### src/rtl/led_status_ctrl.sv
// led_status_ctrl: NCH-channel status LED driver sharing one prescaler tick.
// Optional per-channel error-code flasher compiled in with `define LED_CODE_EN.
module led_status_ctrl #(
    parameter int CLK_HZ    = 50000000,
    parameter int TICK_HZ   = 10,
    parameter int NCH       = 2,
    parameter int CODE_W    = 4,
    parameter int GAP_TICKS = 6
) (
    input  logic                   clk,
    input  logic                   rst_n,
    input  logic                   sync_clr,
    input  logic [2*NCH-1:0]       mode,
    input  logic [CODE_W*NCH-1:0]  code,
    output logic                   tick_o,
    output logic [NCH-1:0]         led_n
);
    localparam int TICK_DIV = CLK_HZ / TICK_HZ;
    localparam int PW       = $clog2(TICK_DIV);
    localparam logic [PW-1:0] PS_LAST = PW'(TICK_DIV - 1);

    localparam logic [1:0] M_OFF   = 2'd0;
    localparam logic [1:0] M_ON    = 2'd1;
    localparam logic [1:0] M_BLINK = 2'd2;

    logic [PW-1:0]  ps_q, ps_d;
    logic           phase_q, phase_d;
    logic           tick_q;
    logic           tick;
    logic [NCH-1:0] led_n_q, led_n_d;

    // sync_clr wins over a coincident tick, so the tick is masked here
    assign tick = (ps_q == PS_LAST) && !sync_clr;

    always_comb begin
        ps_d    = ps_q;
        phase_d = phase_q;
        if (sync_clr) begin
            ps_d    = '0;
            phase_d = 1'b0;
        end else if (tick) begin
            ps_d    = '0;
            phase_d = ~phase_q;
        end else begin
            ps_d = ps_q + PW'(1);
        end
    end

`ifdef LED_CODE_EN
    localparam int GW = (GAP_TICKS > 1) ? $clog2(GAP_TICKS) : 1;
    localparam logic [GW-1:0] GAP_LAST = GW'(GAP_TICKS - 1);
    localparam logic [1:0] M_CODE = 2'd3;

    typedef enum logic [1:0] {
        S_IDLE  = 2'd0,
        S_P_ON  = 2'd1,
        S_P_OFF = 2'd2,
        S_GAP   = 2'd3
    } code_st_e;

    code_st_e          st_q  [NCH];
    code_st_e          st_d  [NCH];
    logic [CODE_W-1:0] cnt_q [NCH];
    logic [CODE_W-1:0] cnt_d [NCH];
    logic [GW-1:0]     gap_q [NCH];
    logic [GW-1:0]     gap_d [NCH];
    logic [NCH-1:0]    code_lit;

    always_comb begin
        for (int i = 0; i < NCH; i++) begin
            st_d[i]     = st_q[i];
            cnt_d[i]    = cnt_q[i];
            gap_d[i]    = gap_q[i];
            code_lit[i] = (st_q[i] == S_P_ON);
            if (sync_clr || (mode[2*i +: 2] != M_CODE)) begin
                st_d[i] = S_IDLE;
            end else if (tick) begin
                unique case (st_q[i])
                    S_IDLE: begin
                        cnt_d[i] = code[CODE_W*i +: CODE_W];
                        if (code[CODE_W*i +: CODE_W] != '0) begin
                            st_d[i] = S_P_ON;
                        end else begin
                            st_d[i]  = S_GAP;
                            gap_d[i] = GAP_LAST;
                        end
                    end
                    S_P_ON: begin
                        cnt_d[i] = cnt_q[i] - CODE_W'(1);
                        st_d[i]  = S_P_OFF;
                    end
                    S_P_OFF: begin
                        if (cnt_q[i] != '0) begin
                            st_d[i] = S_P_ON;
                        end else begin
                            st_d[i]  = S_GAP;
                            gap_d[i] = GAP_LAST;
                        end
                    end
                    S_GAP: begin
                        if (gap_q[i] == '0) begin
                            cnt_d[i] = code[CODE_W*i +: CODE_W];
                            if (code[CODE_W*i +: CODE_W] != '0) begin
                                st_d[i] = S_P_ON;
                            end else begin
                                gap_d[i] = GAP_LAST;
                            end
                        end else begin
                            gap_d[i] = gap_q[i] - GW'(1);
                        end
                    end
                endcase
            end
        end
    end

    always_ff @(posedge clk or negedge rst_n) begin
        if (!rst_n) begin
            for (int i = 0; i < NCH; i++) begin
                st_q[i]  <= S_IDLE;
                cnt_q[i] <= '0;
                gap_q[i] <= '0;
            end
        end else begin
            for (int i = 0; i < NCH; i++) begin
                st_q[i]  <= st_d[i];
                cnt_q[i] <= cnt_d[i];
                gap_q[i] <= gap_d[i];
            end
        end
    end
`else
    // code input is kept on the port but has no function in this build
    logic unused_code;
    assign unused_code = ^code;
`endif

    always_comb begin
        led_n_d = '1;
        for (int i = 0; i < NCH; i++) begin
            case (mode[2*i +: 2])
                M_OFF:   led_n_d[i] = 1'b1;
                M_ON:    led_n_d[i] = 1'b0;
                M_BLINK: led_n_d[i] = ~phase_q;
`ifdef LED_CODE_EN
                default: led_n_d[i] = ~code_lit[i];
`else
                default: led_n_d[i] = ~phase_q;
`endif
            endcase
        end
    end

    always_ff @(posedge clk or negedge rst_n) begin
        if (!rst_n) begin
            ps_q    <= '0;
            phase_q <= 1'b0;
            tick_q  <= 1'b0;
            led_n_q <= '1;
        end else begin
            ps_q    <= ps_d;
            phase_q <= phase_d;
            tick_q  <= tick;
            led_n_q <= led_n_d;
        end
    end

    assign tick_o = tick_q;
    assign led_n  = led_n_q;

endmodule

### config.mk
export PLATFORM = sky130hd
export DESIGN_NAME = led_status_ctrl
export DESIGN_NICKNAME = d
export VERILOG_FILES = /design/src/rtl/led_status_ctrl.sv
export SDC_FILE = /design/constraint.sdc
export NUM_CORES = 1
export LEC_CHECK = 0
export BUFFER_PORTS_ARGS = -buffer_cell sky130_fd_sc_hd__buf_2
export CAP_MARGIN = 20
export CELL_PAD_IN_SITES_DETAIL_PLACEMENT = 0
export CELL_PAD_IN_SITES_GLOBAL_PLACEMENT = 1
export CORE_UTILIZATION = 30
export CTS_BUF_LIST = sky130_fd_sc_hd__clkbuf_4 sky130_fd_sc_hd__clkbuf_8
export CTS_CLUSTER_SIZE = 24
export DETAILED_ROUTE_END_ITERATION = 8
export PLACE_DENSITY = 0.67
export SYNTH_ARGS = -nofsm -noshare
export SYNTH_HDL_FRONTEND = slang
export SYNTH_SLANG_ARGS = --single-unit
### constraint.sdc
create_clock -name clk -period 2.8 [get_ports clk]
set_clock_uncertainty 0.05 [all_clocks]
set_input_delay 0.14 -clock clk [delete_from_list [all_inputs] [get_ports clk]]
set_output_delay 0.14 -clock clk [all_outputs]
set_load 0.02 [all_outputs]
==> results.json, run 1 <==
{
  "synth_area_sq_um": 1393,
  "io_pins": 18,
  "place_hpwl_mm": 1.935,
  "clk_latency_ps": 280,
  "drc_errors": 0,
  "num-nets-final": 173,
  "antenna_found_initial": 0,
  "worstPathMaxFanout": 12,
  "synthTopCellsByArea": "dfrtp_1 (45%), or3_1 (4.5%), a21oi_1 (4.0%)",
  "synthDominantCellAreaShare_pct": 44.92,
  "rows": 24,
  "pre_cts_slack_ps": 612.8,
  "avgViaCountPerCell": 5.356,
  "gp_congestion": 0.8168,
  "die_w_um": 70.13,
  "rr_startpoint": "ps_q[0]",
  "final_area_sq_um": 1574,
  "clk_pin_slew_ps": 100,
  "seq_area_frac_synth_pct": 48.70,
  "yosysWarnings": 0,
  "final_hold_viol_count": 0,
  "top_usage_layer": "met2",
  "grt_pass1_wl_mm": 5.216,
  "critical_path.endpoint": "ps_q[22]",
  "syn_inst": 141,
  "detail-route-antenna-nets": 0,
  "slew_headroom_pct": 59.22,
  "drive_above_1_share_pct": 14.74,
  "wl_mm": 2.851,
  "rsz0062_at_grt": "no",
  "overflow": 0,
  "status": "finished clean",
  "hp-class": "primary input to asynchronous set/reset pin",
  "drt_iter0_markers": 65,
  "vias": 1114,
  "gr-usage-met1_pct": 17.43,
  "rr_worst_depth": 5,
  "fin_crit_ps": 2196,
  "cap_violations": 0,
  "post_dp_cell_area_sq_um": 1465,
  "synth.largest_area_cell": "dfrtp_1",
  "fin_tns_setup_ps": 0,
  "cts_buffers": 3,
  "portBuffers": 9,
  "cp-end-kind": "flip-flop",
  "synth_seq_cells": 27,
  "fin_total_pwr_mw": 0.6632,
  "ir_worst_vdd_uv": 239.6,
  "startpoint": "ps_q[0]",
  "wl_per_cell_um": 13.71,
  "cts_tree": "yes",
  "ctsLongestPathBuffers": 2,
  "power.density_nw_per_um2": 421.3,
  "die_area_sq_um": 4918,
  "layout_common_cells": "dfrtp_1 (25), nor2_1 (13), nand3_1 (11), a21oi_1 (11), or3_1 (10)",
  "worst-endpoint-arrival_ps": 2350,
  "h-tree-depth": 1,
  "slew_viol_final": 0,
  "reg2reg_slack_ps": 600,
  "cts_root_buf": "clkbuf_8",
  "ys_types": 33,
  "setup_ws_ps": 603.8,
  "diodes": 0,
  "r2r_end": "ps_q[22]",
  "drt_pass1_iterations": 4,
  "worstSetupPathType": "flip-flop to flip-flop",
  "area_growth_pct": 13.03,
  "crit_required_ps": 2960,
  "track_usage_pct": 13.07,
  "period_share_pct": 78.43,
  "fmax_mhz": 455.3,
  "grt_max_degree": 28,
  "use_met2_pct": 22.01,
  "clock-sinks": 27,
  "critPathLaunchType": "flip-flop",
  "fin_hold_ws_ps": 342.5,
  "final_common_cell": "dfrtp_1",
  "leakage_nw": 0.6049,
  "die_y_um": 70.13,
  "grt_pass1_vias": 1135,
  "initial_core_util_pct": 31.55,
  "core_area_sq_um": 4414,
  "syn_area_per_cell_sq_um": 9.876,
  "use_met3_pct": 3.463,
  "setup_viol": 0,
  "syn_nets": 157,
  "tightest_slew_ps": 611.7
}
==> worst max-delay path, cell delays in order, from the launching register on <==
cell	delay [ps]
dfrtp_1	440
ha_1	240
nand2_1	140
or4_4	620
or4_1	490
a21oi_1	160
==> synth_stat cells, drive strengths merged <==
master        instances
a21oi                12
and3                  3
and4                  1
and4b                 2
buf                   4
dfrtp                25
dfstp                 2
dlymetal6s2s          1
ha                    1
inv                   3
mux2i                 2
nand2                 7
nand3                12
nand4                 4
nor2                 13
nor3                  1
nor3b                 1
nor4                  4
nor4b                 3
o21ai                 9
o21bai                1
o31ai                 3
or2                   1
or3                  11
or4                   5
xnor2                 5
xor2                  5
==> report_power, final <==
group	internal, mW	total [mW]	switching (mW)
Clock	0.101	0.226	0.125
Combinational	0.0153	0.0367	0.0213
Sequential	0.396	0.401	0.00511
Total	0.512	0.663	0.151
==> metal layers <==
layer  vias to the layer above  part of all wire [%]
met5                         -                     0
met4                         0                  0.28
met3                         2                   3.2
met2                        15                    48
met1                       551                    49
li1                        546                     -
==> logic make-up after synthesis <==
kind of cell             synth area share [%]
AND/OR/NAND/NOR                         28.66
flip-flops                              48.70
AO/OA/AOI/OAI                           9.973
XOR/XNOR                                6.289
buffers and inverters                   4.043
multiplexers                            1.438
adder cells (fa/ha/maj)                0.8983
==> layout make-up <==
| class | instances | area, sq um |
|---|---|---|
| Timing Repair Buffer | 16 | 112.6 |
| Multi-Input combinational cell | 106 | 658.1 |
| Fill cell | 462 | 2840 |
| Tap cell | 52 | 65.06 |
| Clock buffer | 3 | 41.29 |
| Sequential cell | 27 | 678.2 |
| Clock inverter | 1 | 7.507 |
| Inverter | 3 | 11.26 |
==> worst min path at each step <==
stage | from | endpoint | slack [ps]
2_1_floorplan | rst_n | phase_q | -210
3_3_place_gp | rst_n | ps_q[18] | 130
3_5_place_dp | rst_n | ps_q[18] | 140
4_1_cts | rst_n | ps_q[16] | 360
5_1_grt | rst_n | ps_q[16] | 410
6_report | rst_n | ps_q[16] | 340
==> through the flow <==
| step | std cells | util, % |
|---|---|---|
| floorplan | 141 | - |
| global placement | 198 | 33.19 |
| detailed placement | 198 | 33.19 |
| CTS | 208 | 35.66 |
| global route | 208 | 35.66 |
| finish | 208 | 35.66 |
==> what timing repair did <==
action                     4_1_cts  5_1_grt
hold endpoints to repair        28        0
buffers inserted                 0        0
resized for setup                0        0
setup endpoints to repair        0        0
hold buffers                     6        0
==> sequential cells by signal, indices dropped and copies added, names as in the netlist <==
| register | flops |
|---|---|
| led_n | 2 |
| phase_q | 1 |
| ps_q | 23 |
| tick_o | 1 |
No activity file was read; power rests on OpenSTA's default activity.
==> inputs of run 2 (changes only) <==
ABC_AREA = 1   (was default)
PLACE_DENSITY = 0.7   (was 0.67)
clock period = 2.1 ns   (was 2.8 ns; I/O delays follow)
==> results.json, run 2 <==
{
  "die_area_sq_um": 5301,
  "initial_core_util_pct": 31.42,
  "rows": 25,
  "post_cts_resized": 0,
  "fmax_mhz": 610.6,
  "io_pins": 18,
  "yosysWarnings": 0,
  "syn_area_per_cell_sq_um": 7.372,
  "die_y_um": 72.81,
  "hold_end": "ps_q[15]",
  "status": "finished clean",
  "clock-sinks": 27,
  "die_w_um": 72.81,
  "synthTopCellsByArea": "dfrtp_1 (42%), nor2_1 (13%), nand2_1 (12%)",
  "avgViaCountPerCell": 4.344,
  "num-nets-final": 238,
  "antenna_found_initial": 0,
  "synthDominantCellAreaShare_pct": 41.60,
  "hp-class": "primary input to flip-flop",
  "syn_nets": 220,
  "synth_edf_count": 0,
  "wl_per_cell_um": 11.22,
  "instances_no_fill": 288,
  "final_common_cell": "nor2_1",
  "post_dp_cell_area_sq_um": 1629,
  "synth.largest_area_cell": "dfrtp_1",
  "synth_seq_cells": 27,
  "ff_latch_area_sq_um": 678.2,
  "cts_buffers": 3,
  "synth_ff_type": "dfrtp_1",
  "cts_tree": "yes",
  "setup_viol": 0,
  "yosys-top-cells-count": "nor2_1 (54), nand2_1 (50), dfrtp_1 (25), inv_1 (21), nand3_1 (12)",
  "drc_errors": 0,
  "worstSetupPathType": "flip-flop to flip-flop",
  "async_reset_ff_share_pct": 100.0,
  "drt_pass1_iterations": 4,
  "tightest_slew_ps": 629.1,
  "regMostFlops": "ps_q",
  "final_area_sq_um": 1728,
  "core_area_sq_um": 4786,
  "fin_hold_ws_ps": 131.2,
  "ir_worst_vdd_uv": 415.1,
  "layout_common_cells": "nor2_1 (54), nand2_1 (50), dfrtp_1 (25)",
  "synth_area_sq_um": 1504,
  "period_share_pct": 77.99,
  "rr_startpoint": "ps_q[0]",
  "detail-route-antenna-nets": 0,
  "fin_tns_setup_ps": 0,
  "rsz0062_at_grt": "no",
  "grt_pass1_wl_mm": 5.913,
  "ys_types": 23,
  "largest_register_ffs": 23,
  "clk_latency_ps": 280,
  "grt_max_degree": 28,
  "multi_input_area_sq_um": 735.7,
  "syn_inst": 204,
  "fin_crit_ps": 1638,
  "final_hold_viol_count": 0,
  "reg2reg_slack_ps": 460,
  "gp_congestion": 0.8121,
  "portBuffers": 9,
  "grt_pass1_vias": 1328,
  "slew_viol_final": 0,
  "min_from": "sync_clr",
  "cp-end-kind": "flip-flop",
  "worst-endpoint-arrival_ps": 1770,
  "seq_area_frac_synth_pct": 45.09,
  "whs_path_depth": 2,
  "fin_total_pwr_mw": 0.9127,
  "diodes": 0,
  "leakage_nw": 0.7414,
  "slew_headroom_pct": 58.06,
  "cap_violations": 0,
  "r2r_end": "ps_q[18]",
  "worstPathMaxFanout": 10,
  "wl_mm": 3.230,
  "drt_iter0_markers": 55,
  "area_growth_pct": 14.89,
  "track_usage_pct": 14.56,
  "cts_root_buf": "clkbuf_8",
  "h-tree-depth": 1,
  "ctsLongestPathBuffers": 2,
  "critPathLaunchType": "flip-flop",
  "fin_util_pct": 36.10,
  "clk_pin_slew_ps": 100,
  "setup_ws_ps": 462.1,
  "fillers": 528,
  "crit_required_ps": 2230,
  "vias": 1251,
  "dpl.cell_count": 279,
  "place_hpwl_mm": 2.438,
  "synth.most_common_cell": "nor2_1",
  "power.density_nw_per_um2": 528.2,
  "rr_worst_depth": 8,
  "drive_above_1_share_pct": 14.03,
  "pre_cts_slack_ps": 438.4,
  "overflow": 0
}
## run 2: cell types whose count changed in the layout (fill, tap and decap cells not counted), moves of 4 or more
cell,change
o21ai_0,-7
nor2_1,+41
a21oi_1,-11
inv_1,+18
nand2_2,+4
nand2_1,+43
nor4_1,-4
or3_1,-10
## run 2: cell families (layout without fill, tap and decap cells)
logic type                 count (synthesis)  in the layout  synth area share (%)
and+or+nand+nor                          139            139                 41.51
DFF                                       27             27                 45.09
buffers and inverters                     24             41                 5.990
xor gates and xnor gates                   9              9                 5.242
AOI/OAI and AO/OA                          4              4                 1.331
adders and majority gates                  1              1                0.8318
## run 2: where the power goes
part           internal [mW]  switching (mW)
registers              0.533         0.00612
logic                 0.0228          0.0390
clock network          0.135           0.177
## run 2: critical path, cell delays in order, from the launching register on
cell	delay [ps]
dfrtp_1	410
ha_1	220
nand3_2	160
nor2_1	140
nand3_1	100
nand2_2	220
inv_2	110
nand2_1	90
nor2_2	30
## run 2: how the worst max path moves through the flow
stage                     startpoint        to  slack (ps)  depth (start not counted)
final                        ps_q[0]  ps_q[18]         460                          8
after global routing         ps_q[0]   phase_q         240                          8
after CTS                    ps_q[0]  ps_q[18]         410                          8
after detailed placement     ps_q[0]   phase_q         440                          8
after global placement       ps_q[0]   phase_q         450                          8
after floorplan              ps_q[0]  ps_q[12]         690                          7
## run 2: per-layer routing
layer	vias up	GRT usage, %	routed length [um]
met5	-	0	0
li1	663	-	-
met4	0	3.486	53
met3	6	3.315	95
met1	560	19.35	1673
met2	22	24.09	1407
## run 2: area by class of cell
| class | count | share of cell area (%) |
|---|---|---|
| clock inverter | 1 | 0.4345 |
| clock buffer | 3 | 2.390 |
| timing repair buffer | 14 | 5.503 |
| multi-input combinational | 153 | 42.58 |
| tap | 67 | 4.852 |
| inverter | 23 | 4.996 |
| sequential | 27 | 39.25 |
## run 2: repair_timing
item	in CTS	in global routing
endpoints found under the hold margin	27	0
endpoints found under the setup margin	0	0
buffers inserted	0	0
hold buffers	5	0
==> inputs of run 3 (changes only) <==
PLACE_DENSITY = 0.72   (was 0.7)
clock period = 1.5 ns   (was 2.1 ns; I/O delays follow)
==> results.json, run 3 (same netlist as run 2, synthesis figures left out) <==
{
  "worstSetupPathType": "flip-flop to flip-flop",
  "cts_root_buf": "clkbuf_8",
  "cp-end-kind": "flip-flop",
  "slew_viol_final": 0,
  "power.density_nw_per_um2": 684.6,
  "antenna_found_initial": 0,
  "crit_family": "flip-flops",
  "period_share_pct": 96.92,
  "fillers": 520,
  "slowest_stage": "dfrtp_1",
  "startpoint": "ps_q[1]",
  "hp-class": "primary input to flip-flop",
  "drt_iter0_markers": 82,
  "rsz0062_at_grt": "yes",
  "instances_no_fill": 301,
  "clk_pin_slew_ps": 100,
  "pre_cts_slack_ps": 1.541,
  "ctsLongestPathBuffers": 2,
  "detail-route-antenna-nets": 0,
  "fin_util_pct": 39.45,
  "diodes": 0,
  "rows": 25,
  "top_layer": "met4",
  "fin_total_pwr_mw": 1.293,
  "clk_latency_ps": 280,
  "drive_above_1_share_pct": 23.50,
  "gp_congestion": 0.8343,
  "critPathLaunchType": "flip-flop",
  "wl_per_cell_um": 11.44,
  "rr_startpoint": "ps_q[1]",
  "setup_viol": 0,
  "path_cells": "ha_4, nand3_4, nor2_4, buf_4, buf_4, xor2_1, nor2_1",
  "ir_worst_vdd_uv": 566.7,
  "tightest_slew_ps": 629.8,
  "worst-endpoint-arrival_ps": 1580,
  "cts_buffers": 3,
  "die_area_sq_um": 5301,
  "crit_required_ps": 1620,
  "cp_common_cell": "buf_4",
  "min_from": "sync_clr",
  "regMostFlops": "ps_q",
  "die_y_um": 72.81,
  "vias": 1309,
  "die_w_um": 72.81,
  "post_dp_cell_area_sq_um": 1674,
  "track_usage_pct": 14.53,
  "portBuffers": 9,
  "fmax_mhz": 687.8,
  "clock-sinks": 27,
  "grt_pass1_wl_mm": 5.844,
  "core_area_sq_um": 4786,
  "max_stage_delay_ps": 410,
  "largest_register_ffs": 23,
  "final_area_sq_um": 1888,
  "fin_hold_ws_ps": 104.3,
  "wl_met2_mm": 1.602,
  "drt_pass1_iterations": 4,
  "wl_met3_um": 90,
  "cap_violations": 0,
  "final_hold_viol_count": 0,
  "crit_buf_inv": 2,
  "status": "finished clean",
  "avgViaCountPerCell": 4.349,
  "cts_tree": "yes",
  "worstPathMaxFanout": 5,
  "area_growth_pct": 25.54,
  "setup_ws_ps": 46.19,
  "leakage_nw": 0.8038,
  "wl_mm": 3.442,
  "grt_max_degree": 28,
  "drc_errors": 0,
  "overflow": 0,
  "fin_tns_setup_ps": 0,
  "num-nets-final": 251,
  "layout_common_cells": "nand2_1 (49), nor2_1 (49), dfrtp_1 (22)",
  "grt_pass1_vias": 1310,
  "wl_met1_mm": 1.729,
  "initial_core_util_pct": 31.42,
  "dpl.cell_count": 285,
  "slew_headroom_pct": 58.02,
  "fin_crit_ps": 1454,
  "place_hpwl_mm": 2.508,
  "io_pins": 18,
  "h-tree-depth": 1
}
==> run 3: path summary, 6_finish.rpt <==
kind                       depth (start not counted)        to  slack (ps)
max                                                7   ps_q[6]          50
min                                                2  ps_q[17]         100
max reg2reg                                        7   ps_q[6]          50
min reg2reg                                        2   phase_q         440
max in group asynchronous                          2  ps_q[15]         650
min in group asynchronous                          2    tick_o         300
==> run 3: what timing repair did <==
| action | CTS | global route |
|---|---|---|
| pin swaps | 1 | 2 |
| endpoints found under the setup margin | 8 | 17 |
| hold buffers | 5 | 0 |
| resized for setup | 3 | 13 |
| hold endpoints to repair | 27 | 0 |
| buffers inserted | 1 | 6 |
==> run 3: routing by layer <==
layer  vias up  GRT usage, %
met5         -             0
met4         0         1.961
met3         2         3.315
met2        20         24.51
met1       599         19.50
li1        688             -
==> run 3: power by group <==
group	switching, mW	internal, mW
Clock	0.240	0.189
Combinational	0.0611	0.0461
Sequential	0.0111	0.746
==> run 3: cell type report <==
| class | count | area, sq um | share of cell area (%) |
|---|---|---|---|
| inverter | 23 | 86.33 | 4.573 |
| timing repair buffer | 27 | 196.4 | 10.40 |
| tap | 67 | 83.83 | 4.440 |
| clock buffer | 3 | 41.29 | 2.187 |
| sequential | 27 | 681.9 | 36.12 |
| multi-input combinational | 153 | 790.8 | 41.88 |
| clock inverter | 1 | 7.507 | 0.3976 |
==> run 3: worst reg2reg max path, delay by kind of cell (launching register included) <==
family	cells	cell delay, ps
DFF	1	410
buffers and inverters	2	230
adders and majority gates	1	170
xor gates and xnor gates	1	140
and+or+nand+nor	3	350
